`config.mk`:
```
export PLATFORM = sky130hd
export DESIGN_NAME = rf_write_arbiter
export DESIGN_NICKNAME = d
export VERILOG_FILES = /design/src/rtl/rf_write_arbiter_pkg.sv /design/src/rtl/rr_arb2.sv /design/src/rtl/rf_write_arbiter.sv
export SDC_FILE = /design/constraint.sdc
export NUM_CORES = 1
export LEC_CHECK = 0
export ABC_AREA = 1
export CAP_MARGIN = 20
export CORE_MARGIN = 2
export CORE_UTILIZATION = 37
export CTS_CLUSTER_SIZE = 14
export DETAILED_ROUTE_END_ITERATION = 10
export PLACE_DENSITY_LB_ADDON = 0.05
export REMOVE_ABC_BUFFERS = 1
export SYNTH_ARGS = -nofsm -noshare
export SYNTH_HDL_FRONTEND = slang
export SYNTH_SLANG_ARGS = --single-unit
```
`constraint.sdc`:
```
create_clock -name i_clk -period 1.3 [get_ports i_clk]
set_input_delay 0.13 -clock i_clk [delete_from_list [all_inputs] [get_ports i_clk]]
set_output_delay 0.13 -clock i_clk [all_outputs]
set_load 0.01 [all_outputs]
```
`src/rtl/rf_write_arbiter_pkg.sv`:
```
// Shared constants and FSM encoding for the register-file write arbiter.
package rf_write_arbiter_pkg;

  // StClear also serves as the one-cycle RUN-pending state when clearing is disabled.
  typedef enum logic [0:0] {
    StClear = 1'b0,
    StRun   = 1'b1
  } state_e;

  localparam logic [4:0] ZeroAddr       = 5'd0;
  localparam logic [4:0] FirstClearAddr = 5'd1;
  localparam logic [4:0] LastAddr       = 5'd31;

endpackage

```
`src/rtl/rr_arb2.sv`:
```
// Two-input round-robin arbiter; the pointer names the requester that wins a tie.
module rr_arb2 (
  input  logic       clk_i,
  input  logic       rst_ni,
  input  logic       en_i,
  input  logic [1:0] req_i,
  output logic [1:0] gnt_o
);

  // 0 = requester A has priority, 1 = requester B has priority
  logic ptr_q, ptr_d;

  // Grant decode and pointer advance to the loser of every grant.
  always_comb begin
    gnt_o = 2'b00;
    ptr_d = ptr_q;
    if (en_i) begin
      if (req_i[0] && req_i[1]) begin
        gnt_o = ptr_q ? 2'b10 : 2'b01;
      end else begin
        gnt_o = req_i;
      end
    end
    if (gnt_o != 2'b00) begin
      ptr_d = gnt_o[0];
    end
  end

  // Pointer register, resets to A.
  always_ff @(posedge clk_i or negedge rst_ni) begin
    if (!rst_ni) begin
      ptr_q <= 1'b0;
    end else begin
      ptr_q <= ptr_d;
    end
  end

endmodule

```
`src/rtl/rf_write_arbiter.sv`:
```
// Register-file write-port arbiter: clears registers 1..31 after reset, then
// merges ALU and load writebacks round-robin onto one registered write port.
module rf_write_arbiter
  import rf_write_arbiter_pkg::*;
#(
  parameter int unsigned DATA_W   = 32,
  parameter int unsigned ADDR_W   = 5,
  parameter bit          CLEAR_EN = 1'b1
) (
  input  logic              i_clk,
  input  logic              i_rst_n,
  input  logic              i_a_valid,
  input  logic [ADDR_W-1:0] i_a_addr,
  input  logic [DATA_W-1:0] i_a_data,
  output logic              o_a_ready,
  input  logic              i_b_valid,
  input  logic [ADDR_W-1:0] i_b_addr,
  input  logic [DATA_W-1:0] i_b_data,
  output logic              o_b_ready,
  output logic              o_we,
  output logic [ADDR_W-1:0] o_waddr,
  output logic [DATA_W-1:0] o_wdata,
  output logic              o_init_done
);

  state_e            state_q, state_d;
  logic [4:0]        cnt_q, cnt_d;
  logic              we_q, we_d;
  logic [ADDR_W-1:0] waddr_q, waddr_d;
  logic [DATA_W-1:0] wdata_q, wdata_d;
  logic [1:0]        gnt;

  rr_arb2 u_rr_arb2 (
    .clk_i  (i_clk),
    .rst_ni (i_rst_n),
    .en_i   (state_q == StRun),
    .req_i  ({i_b_valid, i_a_valid}),
    .gnt_o  (gnt)
  );

  // Next-state, clear sequencing and write-port selection.
  always_comb begin
    state_d = state_q;
    cnt_d   = cnt_q;
    we_d    = 1'b0;
    waddr_d = waddr_q;
    wdata_d = wdata_q;
    unique case (state_q)
      StClear: begin
        if (CLEAR_EN) begin
          we_d    = 1'b1;
          waddr_d = ADDR_W'(cnt_q);
          wdata_d = '0;
          cnt_d   = cnt_q + 5'd1;
          if (cnt_q == LastAddr) begin
            state_d = StRun;
          end
        end else begin
          state_d = StRun;
        end
      end
      StRun: begin
        // Writes to the zero register complete the handshake but are dropped.
        if (gnt[0]) begin
          we_d    = (i_a_addr != ADDR_W'(ZeroAddr));
          waddr_d = i_a_addr;
          wdata_d = i_a_data;
        end else if (gnt[1]) begin
          we_d    = (i_b_addr != ADDR_W'(ZeroAddr));
          waddr_d = i_b_addr;
          wdata_d = i_b_data;
        end
      end
    endcase
  end

  // State and write-port registers.
  always_ff @(posedge i_clk or negedge i_rst_n) begin
    if (!i_rst_n) begin
      state_q <= StClear;
      cnt_q   <= FirstClearAddr;
      we_q    <= 1'b0;
      waddr_q <= '0;
      wdata_q <= '0;
    end else begin
      state_q <= state_d;
      cnt_q   <= cnt_d;
      we_q    <= we_d;
      waddr_q <= waddr_d;
      wdata_q <= wdata_d;
    end
  end

  assign o_a_ready   = gnt[0];
  assign o_b_ready   = gnt[1];
  assign o_we        = we_q;
  assign o_waddr     = waddr_q;
  assign o_wdata     = wdata_q;
  assign o_init_done = (state_q == StRun);

endmodule

```
==> flow_metrics.py <==
metrics = {
    "worst_hold_path": {
        "hold_path_class": "input port to flip-flop",
    },
    "layout": {
        "diodes": 0,
        "utilization": 0.618,
        "area.growth.synth_to_final_pct": 60.3,
        "drive_gt1_frac": 0.169,
        "nets": 541,
    },
    "sta": {
        "fin_skew_ns": 0.00715,
        "setup_viol": 14,
        "hold_viol_final": 0,
        "post-route-period-util": 1.01,
        "setup_slack_ns": -0.0142,
        "rsz0062_at_grt": "yes",
        "slew_viol_final": 0,
        "finalCriticalPeriod_ns": 1.31,
        "max_slew_margin": 0.797,
        "max_freq_ghz": 0.761,
        "tightest_slew_ns": 0.304,
    },
    "run": {
        "maxCapViolCount": 0,
    },
    "clock_network": {
        "cts_tree": "yes",
        "path_clk_slew_ns": 0.09,
        "clockRootBuffer": "clkbuf_8",
        "clk_latency_ns": 0.29,
        "clock-sinks": 45,
        "ctsLongestPathBuffers": 2,
        "htreeDepth": 2,
        "cts_buffers": 5,
    },
    "setup_path": {
        "path_max_fanout": 8,
        "crit_required_ns": 1.49,
        "path_class": "flip-flop to flip-flop",
        "critPathLaunchType": "flip-flop",
        "critPathCaptureType": "flip-flop",
        "cp.arrival_ns": 1.50,
    },
    "status": {
        "status": "finished, violations left",
        "violations": "design-rule violations, negative setup slack",
    },
    "synth": {
        "ys_seq_area_frac": 0.455,
        "synth_cell_types": 24,
        "netlist_instances": 330,
        "synth-seq-cells": 45,
        "yosys_warnings": 0,
        "avgSynthCellArea_um2": 7.50,
        "syn_area_mm2": 0.00248,
    },
    "pwr": {
        "power.density_mw_per_mm2": 982,
        "ir_drop_mv": 0.759,
        "leakage_nw": 2.07,
    },
    "floorplan": {
        "io_pins": 119,
        "fp.coreArea_mm2": 0.00642,
        "start_util": 0.386,
        "die_h_um": 85.8,
        "rows": 29,
        "dieArea_mm2": 0.00736,
        "fp.dieW_um": 85.8,
    },
    "route": {
        "drcViolationCount": 9,
        "drtIter0Drc": 191,
        "via_per_inst": 4.77,
        "ant_nets": 0,
        "routed_wirelength_mm": 7.46,
        "wire_per_inst_um": 13.8,
        "num_vias": 2573,
        "firstDrtPassIters": 8,
    },
    "global_route": {
        "grt_pass1_wl_mm": 11.5,
        "antenna_found_initial": 0,
        "grt_pass1_vias": 2304,
        "grt_overflow": 0,
        "grt_max_degree": 46,
        "track_usage": 0.194,
    },
    "placement": {
        "dp_slack_ns": -0.341,
        "dp_hpwl_mm": 4.84,
        "portBuffers": 118,
        "gp_congestion": 0.769,
    },
}
==> synthesized netlist by cell type <==
cell type	count	area [um^2]
a21oi_4	1	16.3
and3_1	1	6.26
buf_12	2	40.0
buf_2	9	45.0
buf_4	7	52.6
buf_6	2	22.5
clkbuf_1	1	3.75
clkinv_1	2	7.51
dfrtp_1	44	1100
dfstp_2	1	26.3
ha_1	2	25.0
inv_1	2	7.51
inv_4	1	6.26
nand2_1	170	638
nand2_2	23	144
nand3_1	44	220
nand3b_1	1	7.51
nand4_1	6	37.5
nor2_1	4	15.0
nor2_4	1	11.3
o21ai_0	2	10.0
or2_2	1	6.26
xnor2_1	2	17.5
xor2_1	1	8.76
==> registers in the layout, summed over array words and instances (netlist names) <==
name	count
o_init_done	1
cnt_q	5
o_waddr	5
o_we	1
u_rr_arb2.ptr_q	1
o_wdata	32
==> cell families (layout without fill, tap and decap cells) <==
group / Yosys count / in the layout / synth area share
buf+inv: 26 / 158 / 0.0748
compound gates: 3 / 3 / 0.0106
simple gates: 251 / 251 / 0.439
fa+ha+maj: 2 / 2 / 0.0101
flops: 45 / 45 / 0.455
xor+xnor: 3 / 3 / 0.0106
==> worst max-delay path, stage by stage, from the launching register on <==
cell and delay [ns]:
dfrtp_2 0.43, buf_6 0.16, nand2_4 0.06, nor2_4 0.19, buf_6 0.18, clkinv_8 0.07, nand2_2 0.08, nand2_2 0.05
==> through the flow <==
stage	cells	hold slack (ns)	TNS, ns	instance area [um^2]	total power, W
2_1_floorplan	309	-0.166	-50.32	2310	0.00228
3_3_place_gp	520	0.133	-11.00	3720	0.00313
3_5_place_dp	520	0.130	-12.44	3720	0.00314
4_1_cts	533	0.345	-0.0465	3830	0.00385
5_1_grt	539	0.361	-2.36	3970	0.00415
6_report	539	0.320	-0.0798	3970	0.00390
==> cell type report <==
cell class | count | area (um^2)
flip-flops and latches | 45 | 1130
fillers | 612 | 2450
repair buffers | 142 | 1370
inverters | 5 | 36.3
multi-input cells | 259 | 1220
repair inverters | 3 | 31.3
clock buffers | 6 | 72.6
well taps | 77 | 96.3
clock inverters | 2 | 10.0
==> path summary, 6_finish.rpt <==
path                             startpoint         endpoint  slack [ns]  cells past startpoint
min in group asynchronous           i_rst_n      o_wdata[28]        0.34                      3
worst max-delay path            o_init_done      o_wdata[15]       -0.01                      7
worst max register to register  o_init_done      o_wdata[15]       -0.01                      7
max in group asynchronous           i_rst_n         cnt_q[0]        0.68                      3
worst min-delay path              i_a_valid  u_rr_arb2.ptr_q        0.32                      3
worst min register to register  o_wdata[17]      o_wdata[17]        0.47                      2
==> routing by layer <==
layer  GRT usage  vias up  part of all wire
li1            -     1299                 -
met1       0.267     1200              0.44
met2       0.321       70              0.48
met3      0.0375        4             0.068
met4      0.0390        0            0.0075
met5           0        -                 0
==> where the power goes <==
group          total, W  leakage (nW)  internal [W]  switching (W)
logic           0.00133          1.48      0.000662       0.000672
registers       0.00172         0.551       0.00160       0.000117
clock network  0.000842        0.0450      0.000374       0.000469
==> placed cells by master (no fill, tap or decap), types with 2 or more instances in the layout <==
cell               n
buf_6              6
clkbuf_8           5
nand2_4            2
nand4_1            6
dlymetal6s2s_1     2
nand3_1           43
inv_8              2
buf_12             3
nand2_2           27
buf_4             15
xnor2_1            2
ha_4               2
buf_2              2
nand2_1          164
inv_4              2
dfrtp_1           43
o21ai_0            2
clkdlybuf4s50_1   75
nor2_1             4
clkinv_2           2
dlygate4sd2_1     37
==> repair_timing <==
item,in CTS,in global routing
setup endpoints to repair,81,43
pin swaps,0,6
hold buffers,1,0
hold endpoints to repair,44,0
buffers inserted,4,3
resized for setup,58,27
cloned,0,3
(Power assumes the default switching activity.)
